--- src/rtl/regfile_pkg.sv ---
// Shared defaults and read-source encoding for the datapath register file.
// Latency: n/a (constants and types only).
// Backpressure: n/a.
package regfile_pkg;

    // Default geometry of the general-purpose register file, also used by the bench.
    localparam int DEF_WIDTH = 8;
    localparam int DEF_DEPTH = 8;

    // Where a read port takes its next output value from.
    typedef enum logic [1:0] {
        SRC_ZERO   = 2'd0,
        SRC_BYPASS = 2'd1,
        SRC_ENTRY  = 2'd2
    } rd_src_e;

endpackage

--- src/rtl/regfile_rdport.sv ---
// One read port: priority mux for the read value plus registered data and valid.
// Latency: 1 cycle from the sampling edge to op/op_vld.
// Backpressure: none; a read can be issued every cycle, op holds when not read.
module regfile_rdport
    import regfile_pkg::*;
#(
    parameter int WIDTH    = DEF_WIDTH,
    parameter int AW       = 3,
    parameter int DEPTH    = DEF_DEPTH,
    parameter bit ZERO_REG = 1'b0,
    parameter bit BYPASS   = 1'b1
) (
    input  logic             clk,
    input  logic             reset,
    input  logic             rd_en,
    input  logic [AW-1:0]    rd_addr,
    input  logic             clr,
    input  logic             wr_acc,
    input  logic [AW-1:0]    wr_addr,
    input  logic [WIDTH-1:0] wr_dat,
    input  logic [WIDTH-1:0] ent_dat,
    output logic [WIDTH-1:0] op,
    output logic             op_vld
);

    localparam logic [AW:0] DEPTH_W = DEPTH[AW:0];

    rd_src_e          src;
    logic [WIDTH-1:0] rd_val;
    logic [WIDTH-1:0] op_d, op_q;
    logic             vld_d, vld_q;

    // Pick the read value: range/clear/zero-entry force 0, then bypass, then storage.
    always_comb begin
        src = SRC_ENTRY;
        if (({1'b0, rd_addr} >= DEPTH_W) || clr) begin
            src = SRC_ZERO;
        end else if (ZERO_REG && (rd_addr == '0)) begin
            src = SRC_ZERO;
        end else if (BYPASS && wr_acc && (wr_addr == rd_addr)) begin
            src = SRC_BYPASS;
        end
        case (src)
            SRC_BYPASS: rd_val = wr_dat;
            SRC_ENTRY:  rd_val = ent_dat;
            default:    rd_val = '0;
        endcase
        op_d  = rd_en ? rd_val : op_q;
        vld_d = rd_en;
    end

    // Output data and valid registers; reset discards any in-flight read.
    always_ff @(posedge clk or posedge reset) begin
        if (reset) begin
            op_q  <= '0;
            vld_q <= 1'b0;
        end else begin
            op_q  <= op_d;
            vld_q <= vld_d;
        end
    end

    assign op     = op_q;
    assign op_vld = vld_q;

endmodule

--- src/rtl/regfile_2r1w.sv ---
// Two-read/one-write register file with synchronous clear and address-range error flag.
// Latency: write visible in storage next edge; reads registered, 1 cycle.
// Backpressure: none; every port accepts an access each cycle.
module regfile_2r1w
    import regfile_pkg::*;
#(
    parameter int WIDTH    = DEF_WIDTH,
    parameter int DEPTH    = DEF_DEPTH,
    parameter int AW       = $clog2(DEPTH),
    parameter bit ZERO_REG = 1'b0,
    parameter bit BYPASS   = 1'b1
) (
    input  logic             clk,
    input  logic             reset,
    input  logic             clr,
    input  logic             w,
    input  logic [AW-1:0]    wp,
    input  logic [WIDTH-1:0] ip,
    input  logic             r1,
    input  logic [AW-1:0]    r1p,
    input  logic             r2,
    input  logic [AW-1:0]    r2p,
    output logic [WIDTH-1:0] op1,
    output logic [WIDTH-1:0] op2,
    output logic             op1_vld,
    output logic             op2_vld,
    output logic             addr_err
);

    localparam logic [AW:0] DEPTH_W = DEPTH[AW:0];

    logic [WIDTH-1:0] mem_q [DEPTH];
    logic [WIDTH-1:0] mem_d [DEPTH];
    logic             wp_ok, r1_ok, r2_ok;
    logic             wr_acc;
    logic [WIDTH-1:0] ent1, ent2;
    logic             addr_err_d, addr_err_q;

    // Address range checks, write acceptance, storage read taps and error flag.
    always_comb begin
        wp_ok      = ({1'b0, wp}  < DEPTH_W);
        r1_ok      = ({1'b0, r1p} < DEPTH_W);
        r2_ok      = ({1'b0, r2p} < DEPTH_W);
        wr_acc     = w && !clr && wp_ok && !(ZERO_REG && (wp == '0));
        ent1       = r1_ok ? mem_q[r1p] : '0;
        ent2       = r2_ok ? mem_q[r2p] : '0;
        addr_err_d = (w && !wp_ok) || (r1 && !r1_ok) || (r2 && !r2_ok);
    end

    // Next storage contents: clear wins over a concurrent write.
    always_comb begin
        mem_d = mem_q;
        if (clr) begin
            for (int i = 0; i < DEPTH; i++) begin
                mem_d[i] = '0;
            end
        end else if (wr_acc) begin
            mem_d[wp] = ip;
        end
    end

    // Storage and error flag registers.
    always_ff @(posedge clk or posedge reset) begin
        if (reset) begin
            for (int i = 0; i < DEPTH; i++) begin
                mem_q[i] <= '0;
            end
            addr_err_q <= 1'b0;
        end else begin
            mem_q      <= mem_d;
            addr_err_q <= addr_err_d;
        end
    end

    assign addr_err = addr_err_q;

    regfile_rdport #(
        .WIDTH(WIDTH), .AW(AW), .DEPTH(DEPTH), .ZERO_REG(ZERO_REG), .BYPASS(BYPASS)
    ) u_rd1 (
        .clk(clk), .reset(reset), .rd_en(r1), .rd_addr(r1p), .clr(clr),
        .wr_acc(wr_acc), .wr_addr(wp), .wr_dat(ip), .ent_dat(ent1),
        .op(op1), .op_vld(op1_vld)
    );

    regfile_rdport #(
        .WIDTH(WIDTH), .AW(AW), .DEPTH(DEPTH), .ZERO_REG(ZERO_REG), .BYPASS(BYPASS)
    ) u_rd2 (
        .clk(clk), .reset(reset), .rd_en(r2), .rd_addr(r2p), .clr(clr),
        .wr_acc(wr_acc), .wr_addr(wp), .wr_dat(ip), .ent_dat(ent2),
        .op(op2), .op_vld(op2_vld)
    );

endmodule

--- config.mk ---
export PLATFORM = sky130hd
export DESIGN_NAME = regfile_2r1w
export DESIGN_NICKNAME = d
export VERILOG_FILES = /design/src/rtl/regfile_pkg.sv /design/src/rtl/regfile_rdport.sv /design/src/rtl/regfile_2r1w.sv
export SDC_FILE = /design/constraint.sdc
export NUM_CORES = 1
export LEC_CHECK = 0
export BUFFER_PORTS_ARGS = -buffer_cell sky130_fd_sc_hd__buf_2
export CAP_MARGIN = 20
export CORE_UTILIZATION = 55
export CTS_CLUSTER_DIAMETER = 40
export DETAILED_ROUTE_END_ITERATION = 8
export GPL_ROUTABILITY_DRIVEN = 0
export MAX_ROUTING_LAYER = met4
export PLACE_DENSITY_LB_ADDON = 0.12
export SYNTH_ARGS = -nofsm -noshare
export SYNTH_HDL_FRONTEND = slang
export SYNTH_HIERARCHICAL = 1
export SYNTH_SLANG_ARGS = --single-unit
--- constraint.sdc ---
create_clock -name clk -period 4.96 [get_ports clk]
set_clock_uncertainty 0.05 [all_clocks]
set_input_delay 0 -clock clk [delete_from_list [all_inputs] [get_ports clk]]
set_output_delay 0 -clock clk [all_outputs]
set_load 0.005 [all_outputs]
==> Yosys cells after proc, flatten, opt, wreduce, memory -nomap -nowiden <==
Index checks and enable logic that the tools add are counted.
{ "word_totals": {"reg_bits": 82, "in_bits": 23, "out_inout_bits": 19, "word_cells": 48} }
{ "classes": {"n_lt_le_gt_ge": 4, "n_eq_ne": 6, "mux": 17, "bitwise_logic": 3, "n_reduce_logical": 6} }
{ "ops": {"columns": ["cell", "n"], "rows": [
  ["two-way mux 64 bit", 2],
  ["bitwise mux 64 bit", 1],
  ["binary-select mux 8 bit (select 3 bit)", 2],
  ["two-way mux 8 bit", 5],
  ["one-hot mux 8 bit (2 select lines)", 2],
  ["demux 8 bit (select 3 bit)", 1],
  ["greater-or-equal comparator 4 bit, second input constant", 3],
  ["NOT 3 -> 4 bit", 3],
  ["two-way mux 2 bit", 4],
  ["== test 3 bit", 2],
  ["== test 2 x 1 -> 1 bit, second input constant", 2],
  ["== test 2 bit, second input constant", 2],
  ["logical AND 1 bit", 4],
  ["less-than comparator 4 x 1 -> 1 bit, second input constant", 1],
  ["nonzero test 2 bit", 1],
  ["logical NOT 1 bit", 1]
]} }

==> Depth between registers and ports, before layout <==
Gate-level depths: netlist (run 1).
{ "depth": {"word_depth": 8, "ltp_mapped": 7, "depth_no_buf": 5} }

==> Cells and area by module <==
Netlist (run 1), hierarchy kept.
{ "by_module_without_submodules": {"columns": ["module", "instances", "cells_per_inst", "area_each_um2", "seq_area_each_um2"], "rows": [
  ["regfile_2r1w", 1, 334, 3787.4, 1601.5],
  ["regfile_rdport", 2, 59, 619.3, 225.2]
]} }

==> Worst setup path before layout (run 1) <==
No wires, ideal clock.
{ "synth_path": {"path_kind": "reg2reg", "startpoint": "register mem_q[33] (netlist name)", "endpoint": "register u_rd2.op_q[1] (netlist: u_rd2/op[1])", "setup_time_ps": 143, "arrival_ps": 1442, "setup_slack_ps": 3325, "path_stages_with_launch": 6, "n_path_buf": 0, "synth_period_minus_slack_ps": 1635, "cell_sequence": "dfrtp_1 mux4_1 mux2_2 and3b_1 o41ai_1 o221ai_2"} }
{ "synth_via": {"elab_chain_len": 4} }
{ "synth_rtl": {"columns": ["item", "line_no", "source"], "rows": [
  ["start: declaration", "regfile_2r1w.sv:32", "logic [WIDTH-1:0] mem_q [DEPTH];"],
  ["start signal: assignment", "regfile_2r1w.sv:70", "mem_q <= mem_d;"],
  ["binary-select mux 8 bit (select 3 bit)", "regfile_2r1w.sv:46", "ent2 = r2_ok ? mem_q[r2p] : '0;"],
  ["two-way mux 8 bit (implied by the code) (2 in series)", "regfile_2r1w.sv:46", null],
  ["net ent2[1]", "regfile_2r1w.sv:36", "logic [WIDTH-1:0] ent1, ent2;"],
  ["one-hot mux 8 bit (2 select lines)", "regfile_rdport.sv:43", "case (src)"],
  ["end signal: assignment", "regfile_rdport.sv:58", "op_q <= op_d;"],
  ["end: declaration", "regfile_rdport.sv:30", "logic [WIDTH-1:0] op_d, op_q;"]
]} }
The timed path passes the listed nets, and every way through them passes these cells. The select of a mux whose other input is x is not followed.
A chain may end at the register's enable or synchronous reset.

==> Worst setup path in the final report (run 1) <==
{ "layout_path": {"startpoint": "register mem_q[63] (netlist name)", "endpoint": "register u_rd1.op_q[7] (netlist: u_rd1/op[7])"} }
{ "layout_via": {"elab_chain_len": 4} }
{ "layout_rtl": {"columns": ["item", "line_no", "source"], "rows": [
  ["binary-select mux 8 bit (select 3 bit)", "regfile_2r1w.sv:45", "ent1 = r1_ok ? mem_q[r1p] : '0;"],
  ["two-way mux 8 bit (implied by the code) (2 in series)", "regfile_2r1w.sv:45", null],
  ["net ent1[7]", "regfile_2r1w.sv:36", null],
  ["one-hot mux 8 bit (2 select lines)", "regfile_rdport.sv:43", null],
  ["end signal: assignment", "regfile_rdport.sv:58", null],
  ["end: declaration", "regfile_rdport.sv:30", null]
]} }
The timed path passes the listed nets, and every way through them passes these cells. The select of a mux whose other input is x is not followed.

==> summary.txt, run 1 <==
Critical path
  – Crit-path slowest cell: mux4_1
  – CP Max Fanout: 3
  – Worst R2R End: u_rd1/op[7]$_DFFE_PP0P_
  – CP Data Required Time: just over 5 ns
  – FF-to-FF setup slack: just over 3 ns
  – CP Class: flop to flop
  – Setup crit start kind: flop
  – Max incr delay on CP: approximately 0.53 ns
  – Worst setup EP type: flop
  – Reg2Reg Depth: 5
  – R2R Path Start: mem_q[63]$_DFFE_PP0P_
  – Crit path DAT: ~2 ns
  – Crit-path cells: mux4_1 -> mux2_2 -> and3b_1 -> o41ai_1 -> o221ai_2

Clock network
  – CTS Buffer Depth: 2
  – CTS tree: done
  – CTS buffer count: 9
  – Worst skew pair latency: 0.36 ns
  – Worst-path clk slew: 0.08 ns
  – H-tree levels: 3
  – Setup bufs post-CTS: 0
  – Root Buffer: clkbuf_8
  – Clock Sinks: 82
  – Post_cts resized: 0

Place
  – Area of placed instances: around 5200 sq um
  – IO buf count: 40
  – DP HPWL: slightly above 8000 um

Power
  – P per Cell Area: between 200 and 250 nW/um^2
  – Peak VDD IR: about 0.14 mV
  – Sw Pwr: 0.000361 W
  – Switching Fraction: 26.9%
  – Sequential power share: approximately 50%
  – Combinational share of power: between 10% and 20%
  – Cell Int Power: between 0.0009 and 0.001 W
  – Clock power frac: a little over a third
  – LEAKAGE: 2.46 nW

Logic synthesis
  – YS warnings: 6
  – Synth Cell Area: 5030 sq um
  – Syn_nets: between 400 and 500
  – Post-Synthesis Cells: 452
  – Synthesized area per cell: about 11 sq um
  – Yosys top cell by area: dfrtp_1
  – Post-synth top area share: 40.8%
  – Fraction of registers with async set/reset: 100%
  – Netlist cell types: 31
  – Seq/Total Area, Yosys: just over 40%
  – Ys flop type: dfrtp_1
  – Post-synth EDFFs: 0
  – #FFs+latches synth: 82
  – Top cells by area, synth: dfrtp_1 41%, mux4_1 15%, nand2_1 7.2%

Timing
  – Slew margin rel.: 41.2%
  – Worst-margin pin slew: around 0.88 ns
  – # setup viols final: 0
  – Final Hold Slack: 0.123 ns
  – Fmax: between 500 and 600 MHz
  – Setup_tns: 0 ns
  – Final Slew Violations: 0
  – Final Hold Vio Count: 0
  – Tmin final: 1.86 ns
  – Crit share post-route: 37.5%
  – RSZ-0062 raised after global routing: no

Cells and area
  – Utilization after layout: between 60% and 70%
  – Share of cells above drive strength 1: 21.0%
  – Final #Nets: approximately 500
  – Ant. Diodes: 0
  – P&R area growth vs syn: 8.74%
  – Finished Cell Area: approximately 5500 sq um

Floorplan
  – Die Width: a little under 100 um
  – Rows: 34
  – Die area: approximately 9500 sq um
  – Die Height: around 98 um
  – CORE AREA: slightly below 9000 sq um
  – Initial Utilization: a little under three fifths
  – IO Count: 42

Job
  – Max Cap Viol: 0

Global routing
  – Vias in the first global route: between 3000 and 4000
  – Total track usage: 28.1%
  – Gr ovfl total: 0
  – First-pass GRT wire length: between 15000 and 20000 um
  – Largest net degree at the start of global routing: 84
  – Initial antenna violation count: 0

Drt
  – Vias post-DR: 3708
  – Initial drt markers: about 270
  – Drt drc: 0
  – DRT Wirelength: ~12000 um
  – Antenna Nets Post-Route: 0
  – Routed length per placed instance: around 21 um
  – Initial DRT Pass Iterations: 5
  – Via density: ~6.3

Min path
  – Worst Hold Class: input port to asynchronous set/reset pin

Run status
  – Outcome: finished, final reports clean
[cell usage in the layout (no fill, tap or decap), types with 2 or more instances in the layout]
master	instances
inv_1	18
o221ai_2	16
and4b_1	3
buf_4	5
buf_2	40
mux2_2	16
xor2_1	4
nor2_1	24
mux2i_1	24
xor2_2	2
mux4_1	29
nor2b_1	3
nand4b_1	3
nand2_1	96
dlygate4sd3_1	11
or4_1	2
mux4_2	3
nor4bb_2	3
clkbuf_8	10
and3b_1	16
a21oi_1	40
dfrtp_1	82
o41ai_1	16
clkinv_1	2
[flip-flops by register name, indices dropped and copies added (netlist names)]
| name | cells |
|---|---|
| mem_q | 64 |
| u_rd1/op | 8 |
| u_rd1/op_vld | 1 |
| u_rd2/op | 8 |
| u_rd2/op_vld | 1 |
[stage by stage]
stage          power [W]  std cells  setup slack (ns)
3_5_place_dp    0.000875        561              2.79
5_1_grt          0.00141        585              2.94
4_1_cts          0.00135        585              3.11
2_1_floorplan   0.000826        452              3.31
3_3_place_gp    0.000870        561              2.82
6_report         0.00134        585              3.10
[how the worst max path moves through the flow]
stage	start	end	slack [ns]
2_1_floorplan	reset	mem_q[0]$_DFFE_PP0P_	3.31
3_3_place_gp	clr	u_rd1/op[2]$_DFFE_PP0P_	2.82
3_5_place_dp	clr	u_rd1/op[7]$_DFFE_PP0P_	2.79
4_1_cts	mem_q[13]$_DFFE_PP0P_	u_rd2/op[5]$_DFFE_PP0P_	3.11
5_1_grt	clr	u_rd1/op[3]$_DFFE_PP0P_	2.94
6_report	mem_q[63]$_DFFE_PP0P_	u_rd1/op[7]$_DFFE_PP0P_	3.10
[synth_stat cells, drive strengths merged (2+ instances only)]
library cell and n:
nand2 96, mux4 32, o221ai 16, nand4b 3, mux2 16, clkinv 2, xor2 6, and3b 16
nor2 24, and4b 3, nor2b 3, dfrtp 82, clkbuf 24, nor4bb 3, or4 2, a21oi 40
mux2i 24, o41ai 16, buf 20, inv 19
[cell families after synthesis]
logic type | count (synthesis) | synth area share, %
and+or+nand+nor | 154 | 14.9
other | 1 | 0.0746
AOI/OAI and AO/OA | 72 | 11.6
muxes | 72 | 24.9
DFF | 82 | 40.8
xor gates and xnor gates | 6 | 1.34
buffers and inverters | 65 | 6.40
[per-layer routing]
metal | global-route usage [%] | vias to the layer above | routed length (um)
met3 | 5.40 | 24 | 613
met1 | 38.3 | 1857 | 5680
met2 | 42.8 | 136 | 5640
met5 | - | - | 0
met4 | 9.05 | 0 | 258
li1 | - | 1691 | -
[repair_timing]
item | 4_1_cts | 5_1_grt
hold buffers | 11 | 0
endpoints found under the setup margin | 0 | 0
endpoints found under the hold margin | 135 | 0
[worst max-delay path: cells and delay by family, from the launching register on]
| kind | cells | cell delay [ns] |
|---|---|---|
| muxes | 2 | 0.85 |
| DFF | 1 | 0.40 |
| and+or+nand+nor | 1 | 0.18 |
| AOI/OAI and AO/OA | 2 | 0.24 |
[power groups by stage]
| stage | clock network, W | registers (W) | logic (W) |
|---|---|---|---|
| final | 0.000476 | 0.000692 | 0.000176 |
| after CTS | 0.000486 | 0.000692 | 0.000177 |
| after global placement | 0 | 0.000704 | 0.000166 |
| after detailed placement | 0 | 0.000705 | 0.000170 |
| after global routing | 0.000519 | 0.000694 | 0.000192 |
| after floorplan | 0 | 0.000703 | 0.000123 |
[layout make-up]
cell class / instances / area (sq um)
multi-input cells: 305 / 2670
inverters: 21 / 78.8
repair buffers: 56 / 348
flip-flops and latches: 82 / 2050
fillers: 739 / 3300
clock inverters: 3 / 42.5
well taps: 108 / 135
clock buffers: 10 / 138
(Power assumes the default switching activity.)
==> run 2, diff against run 1 <==
Settings changed: ABC_AREA set to 1.
Clock period 4.96 ns to 1.8 ns, I/O delays scaled along.
==> run 2 against run 1 <==
  * Final area rose by 7.7%
  * Combinational power rose to 4.4 times the previous value
  * Count of clock-buffer cells in the layout fell by 1
  * Largest power group unchanged
==> summary.txt, run 2 <==
Run status
  – Outcome: finished, final reports clean

Critical path
  – Crit path DAT: roughly 1.6 ns
  – Crit-path slowest cell: dfrtp_1
  – Max incr delay on CP: 0.39 ns
  – Crit-path cells: inv_1 -> nand2_1 -> nand3_1 -> nand2_1 -> nand2_1 -> nand2_1 -> nand3_1 -> nand2_1 -> nand2_1 -> nand2_1
  – CP Max Fanout: 2
  – Setup crit start kind: flop
  – Reg2Reg Depth: 10
  – Worst setup EP type: flop
  – FF-to-FF setup slack: ~0.45 ns
  – Worst path most repeated cell: nand2_1
  – CP Class: flop to flop
  – CP Launch Point: mem_q[24]$_DFFE_PP0P_
  – R2R Path Start: mem_q[24]$_DFFE_PP0P_
  – CP Data Required Time: about 2.0 ns

Logic synthesis
  – Post-Synthesis Cells: approximately 800
  – Top cells by area, synth: dfrtp_1 39%, nand2_1 25%, nand3_1 13%
  – Seq/Total Area, Yosys: 38.6%
  – Netlist cell types: 24
  – #FFs+latches synth: a little over 80
  – Most frequent cell after synthesis: nand2_1
  – Post-synth EDFFs: 0
  – Yosys top cell by area: dfrtp_1
  – Post-synth top area share: between 30 and 40%
  – Synthesized area per cell: roughly 6.7 sq um
  – Synth cell count leaders: 361 x nand2_1, 141 x nand3_1, 95 x inv_1
  – YS warnings: 6
  – Synth Cell Area: approximately 5300 sq um
  – Fraction of registers with async set/reset: 100%
  – Ys flop type: dfrtp_1
  – Syn_nets: ~800

Drt
  – DRT Wirelength: ~16000 um
  – Initial DRT Pass Iterations: 5
  – Antenna Nets Post-Route: 0
  – Vias post-DR: roughly 5500
  – Drt drc: 0
  – Initial drt markers: approximately 760
  – Routed length per placed instance: ~17 um
  – Via density: 5.73

Timing
  – Crit share post-route: 74.7%
  – Slew margin rel.: approximately 63%
  – Final Hold Vio Count: 0
  – Worst-margin pin slew: ~0.56 ns
  – Final Slew Violations: 0
  – Setup_tns: 0 ns
  – Tmin final: approximately 1.3 ns
  – Fmax: between 700 and 800 MHz
  – # setup viols final: 0
  – RSZ-0062 raised after global routing: no

Cells and area
  – Ant. Diodes: 0
  – Fillers: around 900
  – Largest Register: mem_q
  – Most common cell after layout, fill and taps aside: nand2_1
  – Finished Cell Area: ~5900 sq um
  – Share of cells above drive strength 1: a little under an eighth
  – Max reg flops: 64
  – Utilization after layout: a little over three fifths
  – P&R area growth vs syn: 10.7%
  – Seq. cell area: 2050 sq um
  – Multi-input gate area: around 2700 sq um
  – Highest-count cells in the layout ignoring fill and taps: 361 x nand2_1, 141 x nand3_1, 94 x inv_1
  – Final #Nets: approximately 860

Clock network
  – CTS buffer count: 9
  – Root Buffer: clkbuf_8
  – Clock Sinks: roughly 80
  – Post_cts resized: 0
  – Worst skew pair latency: ~0.37 ns
  – CTS tree: done
  – H-tree levels: 3
  – CTS Buffer Depth: 2
  – Worst-path clk slew: 0.10 ns

Power
  – Peak VDD IR: roughly 0.42 mV
  – LEAKAGE: around 3.4 nW
  – P per Cell Area: a little over 700 nW/um^2

Global routing
  – Total track usage: around 35%
  – Initial antenna violation count: 0
  – Vias in the first global route: around 5000
  – First-pass GRT wire length: between 20000 and 30000 um
  – Largest net degree at the start of global routing: 65
  – Gr ovfl total: 0

Floorplan
  – Initial Utilization: a little under three fifths
  – Rows: 35
  – Die area: between 10000 and 15000 sq um
  – Die Width: between 100 and 150 um
  – Die Height: 100 um
  – CORE AREA: 9330 sq um
  – IO Count: 42

Min path
  – Worst Hold Class: input port to asynchronous set/reset pin

Job
  – Max Cap Viol: 0

Place
  – DP HPWL: around 12000 um
  – Area of placed instances: around 5600 sq um
  – IO buf count: 40
==> run 2: worst paths after layout <==
path | end
worst max-delay path | u_rd2/op[0]$_DFFE_PP0P_
worst min-delay path | u_rd2/op[3]$_DFFE_PP0P_
worst max register to register | u_rd2/op[0]$_DFFE_PP0P_
worst min register to register | u_rd2/op[5]$_DFFE_PP0P_
max in group asynchronous | mem_q[20]$_DFFE_PP0P_
min in group clk | u_rd1/op[0]$_DFFE_PP0P_
==> run 2: layout make-up <==
class,count,share of cell area (%)
Clock buffer,9,2.10
Clock inverter,7,1.53
Inverter,100,6.50
Multi-Input combinational cell,579,45.3
Sequential cell,82,34.8
Tap cell,129,2.74
Timing Repair Buffer,61,6.97
==> run 2: logic make-up after synthesis <==
group	share of synthesized area (%)
compound gates	3.01
buf+inv	11.3
flops	38.6
other cells	0.0705
simple gates	47.0
==> run 2: power by group <==
part	switching [W]	total [W]	internal [W]
Clock	0.000785	0.00146	0.000678
Sequential	0.0000326	0.00193	0.00190
Combinational	0.000536	0.000766	0.000230
==> run 2: routing by layer <==
metal / share of wire, % / vias up / routed length (um) / track usage (%)
met4: 4.3 / 0 / 704 / 14.8
met1: 40 / 2568 / 6620 / 48.4
met5: 0 / - / 0 / -
met3: 9.1 / 57 / 1490 / 4.60
met2: 46 / 347 / 7600 / 53.4
li1: - / 2572 / - / -
==> run 2: repair_timing <==
action,CTS,global route
buffers inserted,0,0
hold endpoints to repair,100,0
hold buffers,11,0
==> run 2: stage by stage <==
stage,hold slack (ns),power (W),instances,worst slack (ns)
final,0.0919,0.00416,967,0.455
after global routing,0.122,0.00435,967,0.371
after CTS,0.0977,0.00417,967,0.479
after detailed placement,-0.0528,0.00270,940,0.445
after global placement,-0.0637,0.00268,940,0.444
after floorplan,-0.222,0.00248,798,0.152
==> run 2: worst max-delay path: cells and delay by family (launching register included) <==
family                 cells  cell delay, ns
buffers and inverters      1            0.14
DFF                        1            0.39
and+or+nand+nor            9            0.64
==> run 3, diff against run 2 <==
Clock period 1.8 ns to 1.24 ns, I/O delays scaled along.
==> run 3 against run 2 <==
  * The run now ends with negative setup slack left
  * Fmax up 4.0%
  * Wire length up 8.7%
  * Final area up 10%
==> summary.txt, run 3 (synthesis results as in run 2) <==
Timing
  – Final Hold Vio Count: 0
  – Fmax: between 700 and 800 MHz
  – Worst-margin pin slew: ~0.53 ns
  – # setup viols final: 6
  – RSZ-0062 raised after global routing: yes
  – Tmin final: 1.29 ns
  – Setup_tns: -0.157 ns
  – Crit share post-route: 104%
  – Final Hold Slack: approximately 0.094 ns
  – Final WS setup: -0.0532 ns
  – Final Slew Violations: 0
  – Slew margin rel.: around 65%

Critical path
  – Crit path DAT: roughly 1.5 ns
  – CP Data Required Time: 1.44 ns
  – FF-to-FF setup slack: -0.05 ns
  – Setup crit start kind: flop
  – CP Launch Point: mem_q[36]$_DFFE_PP0P_
  – CP Class: flop to flop
  – Worst Setup EP: u_rd1/op[4]$_DFFE_PP0P_
  – Worst setup EP type: flop
  – Worst R2R End: u_rd1/op[4]$_DFFE_PP0P_
  – R2R Path Start: mem_q[36]$_DFFE_PP0P_
  – CP Max Fanout: 2
  – Reg2Reg Depth: 10

Drt
  – Vias post-DR: a little under 6000
  – Initial drt markers: between 600 and 700
  – Routed length per placed instance: about 18 um
  – Drt drc: 0
  – Via density: slightly below 6
  – DRT Wirelength: 17800 um
  – Initial DRT Pass Iterations: 8
  – Antenna Nets Post-Route: 0

Job
  – Max Cap Viol: 0

Cells and area
  – Fillers: 795
  – Seq. cell area: roughly 2100 sq um
  – Highest-count cells in the layout ignoring fill and taps: 318 x nand2_1, 114 x nand3_1, 82 x dfrtp_1
  – P&R area growth vs syn: 22.0%
  – Largest Register: mem_q
  – Final #Nets: roughly 900
  – Ant. Diodes: 0
  – Multi-input gate area: approximately 2900 sq um
  – Max reg flops: 64
  – Most common cell after layout, fill and taps aside: nand2_1
  – Share of cells above drive strength 1: 28.0%
  – Finished Cell Area: about 6500 sq um

Clock network
  – H-tree levels: 3
  – Worst skew pair latency: around 0.37 ns
  – CTS buffer count: 9
  – CTS Buffer Depth: 2
  – CTS tree: done
  – Clock Sinks: just over 80
  – Worst-path clk slew: approximately 0.09 ns
  – Root Buffer: clkbuf_8

Min path
  – Worst Hold Class: input port to flop

Power
  – Peak VDD IR: between 0.7 and 0.8 mV
  – LEAKAGE: 3.69 nW
  – P per Cell Area: between 900 and 1000 nW/um^2
  – Overall Power: between 0.006 and 0.007 W

Global routing
  – Gr ovfl total: 0
  – Met3 global-route usage: under 10%
  – Vias in the first global route: between 5000 and 6000
  – Met2 Resource Use GR: a little under three fifths
  – Largest net degree at the start of global routing: 36
  – Total track usage: 37.3%
  – GR peak layer: met2
  – Initial antenna violation count: 0
  – Met1 usage: 46.9%
  – First-pass GRT wire length: about 28000 um

Floorplan
  – CORE AREA: 9330 sq um
  – Die Width: approximately 100 um
  – Rows: 35
  – IO Count: 42
  – Die area: between 10000 and 15000 sq um
  – Initial Utilization: between 50% and 60%
  – Die Height: 100 um

Run status
  – Failing checks: negative setup slack
  – Outcome: finished, violations left

Place
  – IO buf count: 40
  – Area of placed instances: approximately 5800 sq um
  – DP HPWL: 12300 um
==> run 3: cell types whose count changed in the layout (fill, tap and decap cells not counted), moves of 27 or more <==
cell and change:
inv_1 -43, nand2_1 -43, nand2_2 +43, inv_2 +42, nand3_1 -27, nand3_2 +27
==> run 3: stage by stage <==
step / utilization, % / cells / setup slack, ns
after CTS: 65.7 / 982 / -0.00466
final: 69.6 / 998 / -0.0532
after global placement: 62.2 / 956 / -0.0399
after detailed placement: 62.2 / 956 / -0.0916
after floorplan: - / 798 / 0.217
after global routing: 69.6 / 998 / -0.115
==> run 3: power by group <==
part,internal [W],switching [W]
registers,0.00276,0.0000526
logic,0.000444,0.000881
clock network,0.00115,0.00106
==> run 3: cell type report <==
class,count,area share [%]
Tap cell,129,2.49
Clock inverter,7,1.54
Sequential cell,82,31.6
Timing Repair Buffer,92,11.7
Multi-Input combinational cell,579,44.8
Inverter,100,5.95
Clock buffer,9,1.91
==> run 3: critical path, stage by stage (launching register included) <==
cell and delay [ns]:
dfrtp_1 0.44, inv_2 0.09, nand2_2 0.05, nand3_2 0.09, nand2_2 0.06, nand2_2 0.06, nand2_2 0.07, nand3_2 0.07
nand2_2 0.08, nand2_2 0.07, nand2_2 0.06
==> run 3: repair_timing <==
item	4_1_cts	5_1_grt
pin swaps	6	68
endpoints found under the setup margin	8	16
hold buffers	10	1
hold endpoints to repair	73	9
gates resized for setup	11	103
setup buffers	0	15
==> run 3: metal layers <==
metal / vias up / routed length, um / share of wire (%)
met5: - / 0 / 0
met4: 0 / 1010 / 5.6
met3: 92 / 1870 / 10
met2: 380 / 8040 / 45
met1: 2673 / 6920 / 39
li1: 2631 / - / -
==> run 3: worst min path at each step <==
stage | startpoint | end | slack [ns] | cells after the start
after global routing | wp[0] | mem_q[42]$_DFFE_PP0P_ | 0.10 | 5
after detailed placement | reset | u_rd2/op[5]$_DFFE_PP0P_ | -0.04 | 2
after global placement | reset | u_rd2/op[1]$_DFFE_PP0P_ | -0.04 | 2
after floorplan | reset | u_rd1/op[0]$_DFFE_PP0P_ | -0.22 | 1
after CTS | r1 | u_rd1/op_vld$_DFF_PP0_ | -0.20 | 1
final | wp[0] | mem_q[42]$_DFFE_PP0P_ | 0.09 | 5
